--- config.mk ---
export PLATFORM = sky130hd
export DESIGN_NAME = ifetch_req_flat
export DESIGN_NICKNAME = d
export VERILOG_FILES = /design/src/rtl/ifetch_req_if.sv /design/src/rtl/ifetch_req.sv /design/src/flat_wrapper.sv
export SDC_FILE = /design/constraint.sdc
export NUM_CORES = 1
export LEC_CHECK = 0
export BUFFER_PORTS_ARGS = -buffer_cell sky130_fd_sc_hd__buf_4
export CAP_MARGIN = 0
export CORE_ASPECT_RATIO = 0.8
export CORE_MARGIN = 2
export CORE_UTILIZATION = 33
export DETAILED_ROUTE_END_ITERATION = 16
export GPL_TIMING_DRIVEN = 0
export SYNTH_ARGS = -nofsm -noshare
export SYNTH_HDL_FRONTEND = slang
export SYNTH_SLANG_ARGS = --single-unit
--- constraint.sdc ---
create_clock -name clk -period 2.6 [get_ports clk]
set_input_delay 0.39 -clock clk [delete_from_list [all_inputs] [get_ports clk]]
set_output_delay 0.39 -clock clk [all_outputs]
set_load 0.01 [all_outputs]
--- src/rtl/ifetch_req_if.sv ---
`default_nettype none
// ============================================================================
// Module : ifetch_req_if
// Brief  : Instruction-bus request/response bundle between fetch and memory.
// Rev    : 1.0 - initial release
// ============================================================================
interface ifetch_req_if;
    logic        ireq_valid;
    logic [63:0] ireq_addr;
    logic        iresp_data_ok;
    logic [31:0] iresp_data;

    modport master (
        output ireq_valid,
        output ireq_addr,
        input  iresp_data_ok,
        input  iresp_data
    );

    modport slave (
        input  ireq_valid,
        input  ireq_addr,
        output iresp_data_ok,
        output iresp_data
    );
endinterface
`default_nettype wire

--- src/rtl/ifetch_req.sv ---
`default_nettype none
// ============================================================================
// Module : ifetch_req
// Brief  : Fetch-PC owner; issues one ibus read at a time and buffers the word.
// Rev    : 1.0 - initial release
// ============================================================================
module ifetch_req #(
    parameter logic [63:0] PC_RESET = 64'h0000_0000_8000_0000
) (
    input  logic         clk,
    input  logic         reset,
    ifetch_req_if.master ibus,
    input  logic         stall,
    input  logic         redirect_valid,
    input  logic [63:0]  redirect_pc,
    output logic [31:0]  raw_instr,
    output logic [63:0]  pc,
    output logic         ivalid,
    output logic         Iwait
);

    typedef enum logic [1:0] {
        S_BOOT    = 2'd0,
        S_REQ     = 2'd1,
        S_DISCARD = 2'd2,
        S_HOLD    = 2'd3
    } state_t;

    state_t      r_state;
    state_t      w_state_nxt;
    logic [63:0] r_fetch_pc;
    logic [63:0] w_fetch_pc_nxt;
    logic [63:0] r_pend_pc;
    logic [63:0] w_pend_pc_nxt;
    logic [63:0] r_pc;
    logic [63:0] w_pc_nxt;
    logic [31:0] r_raw_instr;
    logic [31:0] w_raw_instr_nxt;
    logic        r_ivalid;
    logic        w_ivalid_nxt;
    logic        w_req;
    logic [63:0] w_redir_pc;

    // Redirect targets are word aligned regardless of the low bits supplied.
    assign w_redir_pc = redirect_pc & ~64'd3;

    always_ff @(posedge clk or negedge reset) begin
        if (!reset) begin
            r_state     <= S_BOOT;
            r_fetch_pc  <= PC_RESET;
            r_pend_pc   <= 64'd0;
            r_pc        <= 64'd0;
            r_raw_instr <= 32'd0;
            r_ivalid    <= 1'b0;
        end else begin
            r_state     <= w_state_nxt;
            r_fetch_pc  <= w_fetch_pc_nxt;
            r_pend_pc   <= w_pend_pc_nxt;
            r_pc        <= w_pc_nxt;
            r_raw_instr <= w_raw_instr_nxt;
            r_ivalid    <= w_ivalid_nxt;
        end
    end

    always_comb begin
        w_state_nxt     = r_state;
        w_fetch_pc_nxt  = r_fetch_pc;
        w_pend_pc_nxt   = r_pend_pc;
        w_pc_nxt        = r_pc;
        w_raw_instr_nxt = r_raw_instr;
        w_ivalid_nxt    = r_ivalid;
        w_req           = 1'b0;

        case (r_state)
            S_BOOT: begin
                if (redirect_valid) begin
                    w_fetch_pc_nxt = w_redir_pc;
                end
                w_state_nxt = S_REQ;
            end

            S_REQ: begin
                w_req = 1'b1;
                if (ibus.iresp_data_ok) begin
                    if (redirect_valid) begin
                        w_fetch_pc_nxt = w_redir_pc;
                    end else begin
                        w_raw_instr_nxt = ibus.iresp_data;
                        w_pc_nxt        = r_fetch_pc;
                        w_ivalid_nxt    = 1'b1;
                        w_state_nxt     = S_HOLD;
                    end
                end else if (redirect_valid) begin
                    // The request cannot be withdrawn; remember where to go once it retires.
                    w_pend_pc_nxt = w_redir_pc;
                    w_state_nxt   = S_DISCARD;
                end
            end

            S_DISCARD: begin
                w_req = 1'b1;
                if (redirect_valid) begin
                    w_pend_pc_nxt = w_redir_pc;
                end
                if (ibus.iresp_data_ok) begin
                    w_fetch_pc_nxt = redirect_valid ? w_redir_pc : r_pend_pc;
                    w_state_nxt    = S_REQ;
                end
            end

            S_HOLD: begin
                if (redirect_valid) begin
                    w_ivalid_nxt   = 1'b0;
                    w_fetch_pc_nxt = w_redir_pc;
                    w_state_nxt    = S_REQ;
                end else if (!stall) begin
                    w_ivalid_nxt   = 1'b0;
                    w_fetch_pc_nxt = r_fetch_pc + 64'd4;
                    w_state_nxt    = S_REQ;
                end
            end

            default: begin
                w_state_nxt = S_BOOT;
            end
        endcase
    end

    assign ibus.ireq_valid = w_req;
    assign ibus.ireq_addr  = r_fetch_pc;
    assign Iwait           = w_req & ~ibus.iresp_data_ok;
    assign raw_instr       = r_raw_instr;
    assign pc              = r_pc;
    assign ivalid          = r_ivalid;

endmodule
`default_nettype wire

--- src/flat_wrapper.sv ---
// flat-port wrapper written by rule: the top's interface ports become plain ports
module ifetch_req_flat 
#(
    parameter logic [63:0] PC_RESET = 64'h0000_0000_8000_0000
)
  (clk, reset, stall, redirect_valid, redirect_pc, raw_instr, pc, ivalid, Iwait, ibus_ireq_valid, ibus_ireq_addr, ibus_iresp_data_ok, ibus_iresp_data);
  ifetch_req_if ibus_i ();
  input  logic clk;
  input  logic reset;
  input  logic stall;
  input  logic redirect_valid;
  input  logic [63:0] redirect_pc;
  output logic [31:0] raw_instr;
  output logic [63:0] pc;
  output logic ivalid;
  output logic Iwait;
  output wire logic [$bits(ibus_i.ireq_valid)-1:0] ibus_ireq_valid;
  output wire logic [$bits(ibus_i.ireq_addr)-1:0] ibus_ireq_addr;
  input wire logic [$bits(ibus_i.iresp_data_ok)-1:0] ibus_iresp_data_ok;
  input wire logic [$bits(ibus_i.iresp_data)-1:0] ibus_iresp_data;
  assign ibus_ireq_valid = ibus_i.ireq_valid;
  assign ibus_ireq_addr = ibus_i.ireq_addr;
  assign ibus_i.iresp_data_ok = ibus_iresp_data_ok;
  assign ibus_i.iresp_data = ibus_iresp_data;
  ifetch_req #(.PC_RESET(PC_RESET)) u_core (.clk(clk), .reset(reset), .ibus(ibus_i), .stall(stall), .redirect_valid(redirect_valid), .redirect_pc(redirect_pc), .raw_instr(raw_instr), .pc(pc), .ivalid(ivalid), .Iwait(Iwait));
endmodule
Yosys cells after proc, flatten, opt, wreduce, memory -nomap -nowiden
Index checks and enable logic that the tools add are counted.
{"block": "word_totals", "register_bits": 227, "input_bits": 101, "out_inout_bits": 163, "word_cells": 51}
{"block": "op_classes", "addsub": 1, "n_eq_ne": 10, "mux": 22, "bitwise": 3, "reduce_logical": 9}
{"cell": "2-to-1 mux 64 bit", "n": 7}
{"cell": "case mux 64 bit (4 select lines)", "n": 1}
{"cell": "case mux 64 bit (2 select lines)", "n": 1}
{"cell": "adder 64 x 3 -> 64 bit (second input constant)", "n": 1}
{"cell": "2-to-1 mux 2 bit", "n": 6}
{"cell": "inequality test 3 bit (second input constant)", "n": 3}
{"cell": "inequality test 2 bit (second input constant)", "n": 4}
{"cell": "case mux 2 bit (4 select lines)", "n": 1}
{"cell": "AND reduction 4 bit", "n": 2}
{"cell": "AND reduction 3 bit", "n": 2}
{"cell": "2-to-1 mux 1 bit", "n": 5}
{"cell": "== test 2 bit (second input constant)", "n": 2}
{"cell": "nonzero test 2 bit", "n": 2}
{"cell": "== test 2 x 1 -> 1 bit (second input constant)", "n": 1}
{"cell": "zero test 2 bit", "n": 1}
{"cell": "NOT 1 bit", "n": 2}
{"cell": "case mux 1 bit (2 select lines)", "n": 1}
{"cell": "AND reduction 2 bit", "n": 1}
{"cell": "OR reduction 2 bit", "n": 1}
{"cell": "AND 1 bit", "n": 1}

Depth between registers and ports, before layout
Gate-level depths: netlist (run 1).
{"block": "logic_depth", "word_depth": 4, "ltp_mapped": 11, "mapped_depth_nobuf": 7}

Worst setup path before layout (run 1)
OpenSTA, ideal clock, no wires.
{"block": "synth_timing", "kind": "register -> register", "from": "reg u_core.r_fetch_pc[3] (netlist: u_core.ibus.ireq_addr[3])", "to": "reg u_core.r_fetch_pc[50] (netlist: u_core.ibus.ireq_addr[50])", "t_arrival_ps": 2307, "setup_slack_ps": 227, "stages_incl_launch_ff": 8, "synth_period_minus_slack_ps": 2373, "cell_sequence": "dfrtp_1 > ha_1 > nand4_4 > or4_1 > buf_2 > or3_4 > o41ai_2 > a22o_1"}
{"block": "synth_between", "elab_chain_cells": 4}
{"element": "start: declaration", "line_no": "ifetch_req.sv:31", "rtl": "logic [63:0] r_fetch_pc;"}
{"element": "start signal: assignment", "line_no": "ifetch_req.sv:57", "rtl": "r_fetch_pc <= w_fetch_pc_nxt;"}
{"element": "adder 64 x 3 -> 64 bit", "line_no": "ifetch_req.sv:118", "rtl": "w_fetch_pc_nxt = r_fetch_pc + 64'd4;"}
{"element": "2-to-1 mux 64 bit", "line_no": "ifetch_req.sv:116", "rtl": "end else if (!stall) begin"}
{"element": "2-to-1 mux 64 bit", "line_no": "ifetch_req.sv:112", "rtl": "if (redirect_valid) begin"}
{"element": "case mux 64 bit (4 select lines)", "line_no": "ifetch_req.sv:74", "rtl": "case (r_state)"}
Every way passes these cells. The select of a mux whose other input is x is not followed.
A chain may end at the register's enable or synchronous reset.

Worst setup path in the final report (run 1)
Ends and elaborated chain as after synthesis.

==> metrics.md, run 1 <==
| Metric | Value |
|---|---|
| Post-synth top area share | `between 50% and 60%` |
| Fin. Hold Viols | `0` |
| Clock sinks | `about 230` |
| Met3 Wirelength | `about 3900 microns` |
| I/O pins | `264` |
| Synth Area in XOR/XNOR | `0.1585%` |
| Sequential share of the synthesized area | `about 51%` |
| CP Launch Point | `u_core.ibus.ireq_addr[3]` |
| Post-synthesis mux area share | `15.07%` |
| Crit Path Class | `reg -> reg` |
| Slew Limit Headroom | `about 44%` |
| Fin crit share | `between 90% and 100%` |
| First-pass GRT wire length | `between 60000 and 70000 microns` |
| Min Tclk post-route | `between 2 and 3 ns` |
| Int Power | `around 11 mW` |
| Synth Area in Simple Gates | `14.15%` |
| Top cells by area, synth | `dfrtp_1 51%, mux2_2 15%, o21ai_0 3.4%, a22oi_1 2.8%, nand2_1 2.3%` |
| Worst Setup End Kind | `register` |
| Initial core utilization | `between 30 and 40%` |
| Peak supply drop | `between 0.5 and 0.6 mV` |
| WHS | `between 0.07 and 0.08 ns` |
| Post-Synth Adder-Cell Area | `less than 1%` |
| Dpl hpwl | `30060 microns` |
| Avg Cell Area, Syn | `roughly 11 sq um` |
| Synth Area in Compound Gates | `roughly 15%` |
| Max Clock Skew | `about 0.015 ns` |
| Combinational Power Share | `a little over two fifths` |
| Cell accounting for the most synthesized area | `dfrtp_1` |
| CTS max path bufs | `3` |
| Number of synthesized flops with an enable pin | `0` |
| Clock power share | `between 10% and 20%` |
| DR top layer | `met4` |
| Critical R2R Capture | `u_core.ibus.ireq_addr[50]` |
| Net Sw Power | `a little under 8 mW` |
| Die X-Extent | `between 200 and 250 microns` |
| Vias in the first global route | `9550` |
| CTS tree | `built` |
| PwrDens | `~1300 nW/um^2` |
| Die ar. | `34970 sq um` |
| H-tree depth | `1` |
| GRT Total Usage | `roughly a quarter` |
| Min-Delay Startpoint | `ibus_iresp_data[0]` |
| Final Cell Area | `~15000 sq um` |
| CP Cell Sequence | `ha_4 -> nand4_4 -> or4_4 -> buf_4 -> or3_4 -> o41ai_2 -> a22o_1` |
| Vias | `between 10000 and 15000` |
| Reg2reg setup slack | `0.08 ns` |
| Dpl ws | `-0.8176 ns` |
| Global route total overflow | `0` |
| Yosys warnings | `0` |
| Drt drc | `0` |
| DRT met1 WL | `between 15000 and 20000 microns` |
| Worst Tran Pin Value | `between 0.8 and 0.9 ns` |
| Fin. max-slew vios | `0` |
| Top FF cell, synth | `dfrtp_1` |
| Antenna violations before repair | `1` |
| Outcome | `completed` |
| Final WS setup | `approximately 0.078 ns` |
| Fraction of layout cells with a size suffix above 1 | `between 40 and 50%` |
| R2R depth | `7` |
| WL met2 | `roughly 18000 microns` |
| CP peak stage delay | `0.57 ns` |
| Syn Nets | `about 1100` |
| Largest net degree at the start of global routing | `107` |
| WL final | `approximately 42000 microns` |
| Hold Path Depth | `2` |
| Sw Share | `about two fifths` |
| Min-Delay Path Class | `in -> reg` |
| Max Freq | `396.5 MHz` |
| MaxCap Viol Count | `0` |
| Antenna-violating nets left | `0` |
| Routed len/inst | `roughly 24 microns` |
| First DRT Iteration DRCs | `1171` |
| Drt pass-1 iters | `5` |
| Final Net Count | `roughly 1400` |
| Vias/cell | `just under 6` |
| Final TNS setup | `0 ns` |
| Endpoint, Worst Hold | `u_core.raw_instr[0]` |
| Area Growth Syn to Fin | `34.82%` |
| Number of buffers created by CTS | `26` |
| Reg power frac | `between 30 and 40%` |
| Number of I/O port buffers | `260` |
| Routability Congestion | `roughly 0.91` |
| CTS Root Cell | `clkbuf_16` |
| CP arrival | `roughly 3.0 ns` |
| Worst setup SP type | `register` |
| Worst-skew pair later-pin latency | `about 0.56 ns` |
| Die height | `167.7 microns` |
| Mapped cell area | `11050 sq um` |
| Yosys reg bits | `around 230` |
| Required @ worst endpoint | `a little over 3 ns` |
| Synth cell types | `63` |
| CTS clock-pin slew for the worst setup and hold paths | `approximately 0.060 ns` |
| Reg2reg start | `u_core.ibus.ireq_addr[3]` |
| Slowest cell on crit path | `or4_4` |
| Critical Path Fanout Max | `9` |
| Asr flop ratio synth | `100.0%` |
| Mapped Cells | `1010` |
| Core area | `32780 sq um` |
| Placed Area | `13600 sq um` |
| Largest family of logic cells by synthesized area | `compound AO/OA/AOI/OAI gates` |
| Final Util | `a little under half` |
| Row count | `59` |
| P_leak | `approximately 6.6 nW` |
| # setup viols final | `0` |
cells by family after synthesis:
| group | after synthesis |
|---|---|
| XOR/XNOR | 2 |
| flip-flops | 227 |
| buffers and inverters | 94 |
| AO/OA/AOI/OAI | 250 |
| AND/OR/NAND/NOR | 285 |
| multiplexers | 148 |
| adder cells (fa/ha/maj) | 4 |
routing by layer:
metal,GRT usage [%],vias to the layer above
met5,0,-
met4,6.149,0
met3,5.139,78
met2,33.84,540
met1,34.79,5157
li1,-,4478
power groups by stage:
| stage | logic (mW) | registers, mW | clock network, mW |
|---|---|---|---|
| 6_report | 8.36 | 7.04 | 3.72 |
| 5_1_grt | 8.92 | 7.28 | 3.92 |
| 4_1_cts | 8.15 | 6.94 | 3.78 |
| 3_5_place_dp | 8.00 | 6.98 | 0 |
| 3_3_place_gp | 7.88 | 6.89 | 0 |
| 2_1_floorplan | 3.78 | 7.03 | 0 |
registers in the layout, summed over array words and instances, names as in the netlist:
name                   flops
u_core.ibus.ireq_addr     64
u_core.ivalid              1
u_core.pc                 64
u_core.r_pend_pc          64
u_core.r_state             2
u_core.raw_instr          32
what timing repair did:
item                                    4_1_cts  5_1_grt
pin swaps                                     1        5
resized for setup                            57       70
endpoints found under the hold margin        34        0
hold buffers                                  1        0
cloned                                        0        1
setup buffers                                 1       14
endpoints found under the setup margin       87      114
final cells by class:
| class | count | area (sq um) |
|---|---|---|
| diodes | 1 | 2.502 |
| flip-flops and latches | 227 | 5698 |
| plain buffers | 72 | 357.8 |
| well taps | 427 | 534.3 |
| multi-input cells | 690 | 5240 |
| clock buffers | 44 | 839.6 |
| inverters | 18 | 67.56 |
| repair buffers | 278 | 2137 |
| fillers | 3145 | 17880 |
| clock inverters | 4 | 20.02 |
worst max-delay path, delay by kind of cell, from the launching register on:
family | cells | cell delay [ns]
buffers and inverters | 1 | 0.19
AOI/OAI and AO/OA | 2 | 0.48
DFF | 1 | 0.44
and+or+nand+nor | 3 | 1.13
adders and majority gates | 1 | 0.21
cell usage in the layout, fill, tap and decap left out, types with 5 or more instances in the layout:
master,count
buf_4,276
nor3_1,24
dfrtp_2,13
dfrtp_1,213
nor4_1,19
and2_1,6
o41ai_1,5
buf_2,6
clkbuf_16,27
nand2_1,66
o22ai_1,7
nand3_1,28
clkbuf_1,28
a22oi_1,41
nor2_1,31
clkbuf_4,8
o31a_1,5
and3_1,10
a41oi_1,7
o21ai_0,74
a221oi_1,7
clkbuf_2,34
a22o_1,19
clkbuf_8,10
o211ai_1,11
mux2_2,147
inv_1,18
a222oi_1,6
nand4_1,31
and4_1,13
a21oi_1,34
or4_1,8
synth_stat cells (23+ instances only):
| cell type | number |
|---|---|
| a22oi_1 | 41 |
| nor3_1 | 30 |
| clkbuf_1 | 64 |
| nor2_1 | 33 |
| nand4_1 | 31 |
| nand3_1 | 31 |
| mux2_2 | 147 |
| dfrtp_1 | 226 |
| nor4_1 | 23 |
| o21ai_0 | 74 |
| a21oi_1 | 35 |
| nand2_1 | 69 |
how the worst max path moves through the flow:
stage	end	slack, ns	cells after the start
detailed placement	u_core.ibus.ireq_addr[56]	-0.82	8
global placement	u_core.ibus.ireq_addr[62]	-0.79	8
CTS	u_core.r_pend_pc[18]	0.0005	8
finish	u_core.ibus.ireq_addr[50]	0.08	7
floorplan	u_core.ibus.ireq_addr[50]	0.23	7
global route	u_core.ibus.ireq_addr[39]	-0.02	7
metrics by stage:
step	power [mW]	std cells
2_1_floorplan	10.81	1010
5_1_grt	20.12	1761
3_5_place_dp	14.98	1699
4_1_cts	18.87	1747
6_report	19.12	1761
3_3_place_gp	14.77	1697
Note: power is estimated with default switching activity, not from simulation.
==> run 2, diff against run 1 <==
CORE_MARGIN = default   (was 2)
CORE_UTILIZATION = 35   (was 33)
clock period = 3.15 ns   (was 2.6 ns; I/O delays follow)
==> run 2 against run 1 <==
Net effect: final cell count down 1.6%; clock power down 14%; worst hold slack worse by 0.068 ns; clock skew down 0.0023 ns; power down 18%; critical endpoint is now u_core.ibus.ireq_addr[5]; largest cell class unchanged; largest power group unchanged.
==> metrics.md, run 2 (synthesis gave the netlist of run 1 again) <==
| Metric | Value |
|---|---|
| Vias in the first global route | `9642 (+0.96%)` |
| Worst-skew pair later-pin latency | `0.55 ns (about the same)` |
| Setup bufs post-CTS | `0 (-1)` |
| P_leak | `6.369 nW (-4.0%)` |
| Clock sinks | `227 (unchanged)` |
| Fraction of layout cells with a size suffix above 1 | `37.07% (-5.6 points)` |
| Global route total overflow | `0 (unchanged)` |
| WL final | `41190 microns (-2.1%)` |
| Crit path to | `u_core.ibus.ireq_addr[5]` |
| Area of the multi-input gates | `5035 sq um (-3.9%)` |
| Fin. Hold Viols | `0 (unchanged)` |
| Register area | `5682 sq um (-0.29%)` |
| Drt drc | `0 (unchanged)` |
| First-pass GRT wire length | `61960 microns (+0.27%)` |
| Area Growth Syn to Fin | `31.24%` |
| Die X-Extent | `200.7 microns (-3.8%)` |
| Antenna-violating nets left | `0 (unchanged)` |
| Commonest cells after routing, fill and taps aside | `259 x buf_4, 226 x dfrtp_1, 147 x mux2_2` |
| Reg2reg start | `u_core.r_state[0]` |
| Die height | `160.9 microns (-4.0%)` |
| First DRT Iteration DRCs | `917 (-22%)` |
| Critical R2R Capture | `u_core.ibus.ireq_addr[5]` |
| CP arrival | `3.44 ns (+0.43 ns)` |
| Ant. Diodes | `0 (-1)` |
| CTS Root Cell | `clkbuf_16` |
| R2R depth | `7 (unchanged)` |
| Filler cells | `2931 (-6.8%)` |
| Fin. max-slew vios | `0 (unchanged)` |
| MaxCap Viol Count | `0 (unchanged)` |
| PwrDens | `1079 nW/um^2 (-16%)` |
| WHS | `0.001729 ns (-0.06828 ns)` |
| CTS tree | `built` |
| Min-Delay Path Class | `in -> async` |
| Critical Path Fanout Max | `10 (+1)` |
| Fin crit share | `94.70% (-2.3 points)` |
| GRT Total Usage | `25.23% (+2.0 points)` |
| Peak supply drop | `0.4452 mV (-19%)` |
| Die ar. | `32290 sq um (-7.7%)` |
| CP Cell Sequence | `ha_1 -> clkbuf_1 -> nor2b_1 -> clkbuf_2 -> clkbuf_1 -> a21oi_1 -> o22ai_1` |
| Routability Congestion | `0.9675 (+6.0%)` |
| Row count | `57 (-3.4%)` |
| Vias | `10050 (-2.0%)` |
| Drt pass-1 iters | `6 (+1)` |
| I/O pins | `264 (unchanged)` |
| CP delay by family, top | `buffers and inverters` |
| CP Launch Point | `u_core.r_state[0]` |
| Initial core utilization | `35.95% (+2.2 points)` |
| Reg2reg setup slack | `0.17 ns (+0.09 ns)` |
| Non-filler cells, final | `1732 (-1.6%)` |
| Min Tclk post-route | `2.983 ns (+0.4609 ns)` |
| CTS max path bufs | `3 (unchanged)` |
| Final Cell Area | `14500 sq um (-2.7%)` |
| RSZ-0062 raised after global routing | `no` |
| Vias/cell | `5.804 (-0.32%)` |
| Final Net Count | `1404 (-0.99%)` |
| Number of buffers created by CTS | `26 (unchanged)` |
| Most common cell after layout, fill and taps aside | `buf_4` |
| Slowest cell on crit path | `clkbuf_1` |
| Final Util | `47.18% (+1.7 points)` |
| Worst Tran Pin Value | `1.117 ns (+0.2783 ns)` |
| Placed Cells | `1684 (-0.88%)` |
| CP most frequent cell | `clkbuf_1` |
| Worst Setup End Kind | `register` |
| CTS clock-pin slew for the worst setup and hold paths | `0.06 ns (about the same)` |
| # setup viols final | `0 (unchanged)` |
| Max Freq | `335.2 MHz (-15%)` |
| Placed Area | `13550 sq um (-0.33%)` |
| Number of I/O port buffers | `260 (unchanged)` |
| Crit Path Class | `reg -> reg` |
| Slew Limit Headroom | `24.88% (-19 points)` |
| Largest net degree at the start of global routing | `118 (+10%)` |
| Antenna violations before repair | `0 (-1)` |
| Required @ worst endpoint | `3.61 ns (+0.52 ns)` |
| CP peak stage delay | `0.61 ns (+0.04 ns)` |
| H-tree depth | `1 (unchanged)` |
| Worst setup SP type | `register` |
| CP Depth | `7 (unchanged)` |
| Dpl hpwl | `30030 microns (about the same)` |
| Final TNS setup | `0 ns (unchanged)` |
| Max Clock Skew | `0.01228 ns (-0.002308 ns)` |
| Routed len/inst | `23.78 microns (-0.43%)` |
| Outcome | `completed` |
| Core area | `30740 sq um (-6.2%)` |
| Buf/Inv on CP | `3 (+2)` |
==> run 2: cell types whose count changed in the layout (fill, tap and decap cells not counted), sizes merged <==
cell,previous run,this run
clkbuf,107,102
nand4,34,33
diode,1,0
clkinvlp,0,3
dlygate4sd3,1,0
bufinv,0,3
clkinv,4,5
buf,286,272
==> run 2: how the worst min path moves through the flow <==
stage                             start                         to  depth (start not counted)
final                             reset              u_core.pc[18]                          1
after global placement     u_core.pc[5]               u_core.pc[5]                          2
after detailed placement  u_core.pc[53]              u_core.pc[53]                          2
after CTS                         reset              u_core.pc[18]                          1
after global routing              reset  u_core.ibus.ireq_addr[16]                          1
after floorplan                   reset   u_core.ibus.ireq_addr[0]                          0
==> run 2: final cells by class <==
cell class,instances,area share [%]
tap,413,3.563
multi-input combinational,689,34.72
inverter,18,0.4659
sequential,227,39.18
clock buffer,37,5.263
buffer,76,2.131
timing repair buffer,261,13.70
clock inverter,11,0.9750
==> run 2: repair_timing <==
item | 4_1_cts | 5_1_grt
resized for setup | 4 | 22
gates cloned | 0 | 0
setup endpoints to repair | 35 | 38
hold buffers | 0 | 0
==> run 2: metal layers <==
layer | vias to the layer above | GRT usage [%] | part of all wire, %
met2 | 504 | 35.80 | 41
met3 | 64 | 6.412 | 9.5
met4 | 0 | 5.690 | 2.1
li1 | 4434 | - | -
met1 | 5050 | 38.14 | 47
met5 | - | 0 | 0
==> run 2: report_power, final <==
group          internal, mW  switching, mW  total [mW]
logic                  3.11           3.57        6.68
clock network          1.93           1.27        3.21
registers              4.36           1.40        5.76
total                  9.40           6.25        15.6
==> run 2: through the flow <==
step | total power, mW | setup slack [ns]
4_1_cts | 15.62 | 0.03304
3_3_place_gp | 12.22 | -0.3520
3_5_place_dp | 12.37 | -0.3321
6_report | 15.65 | 0.1670
2_1_floorplan | 8.924 | 0.7769
5_1_grt | 16.53 | 0.005204
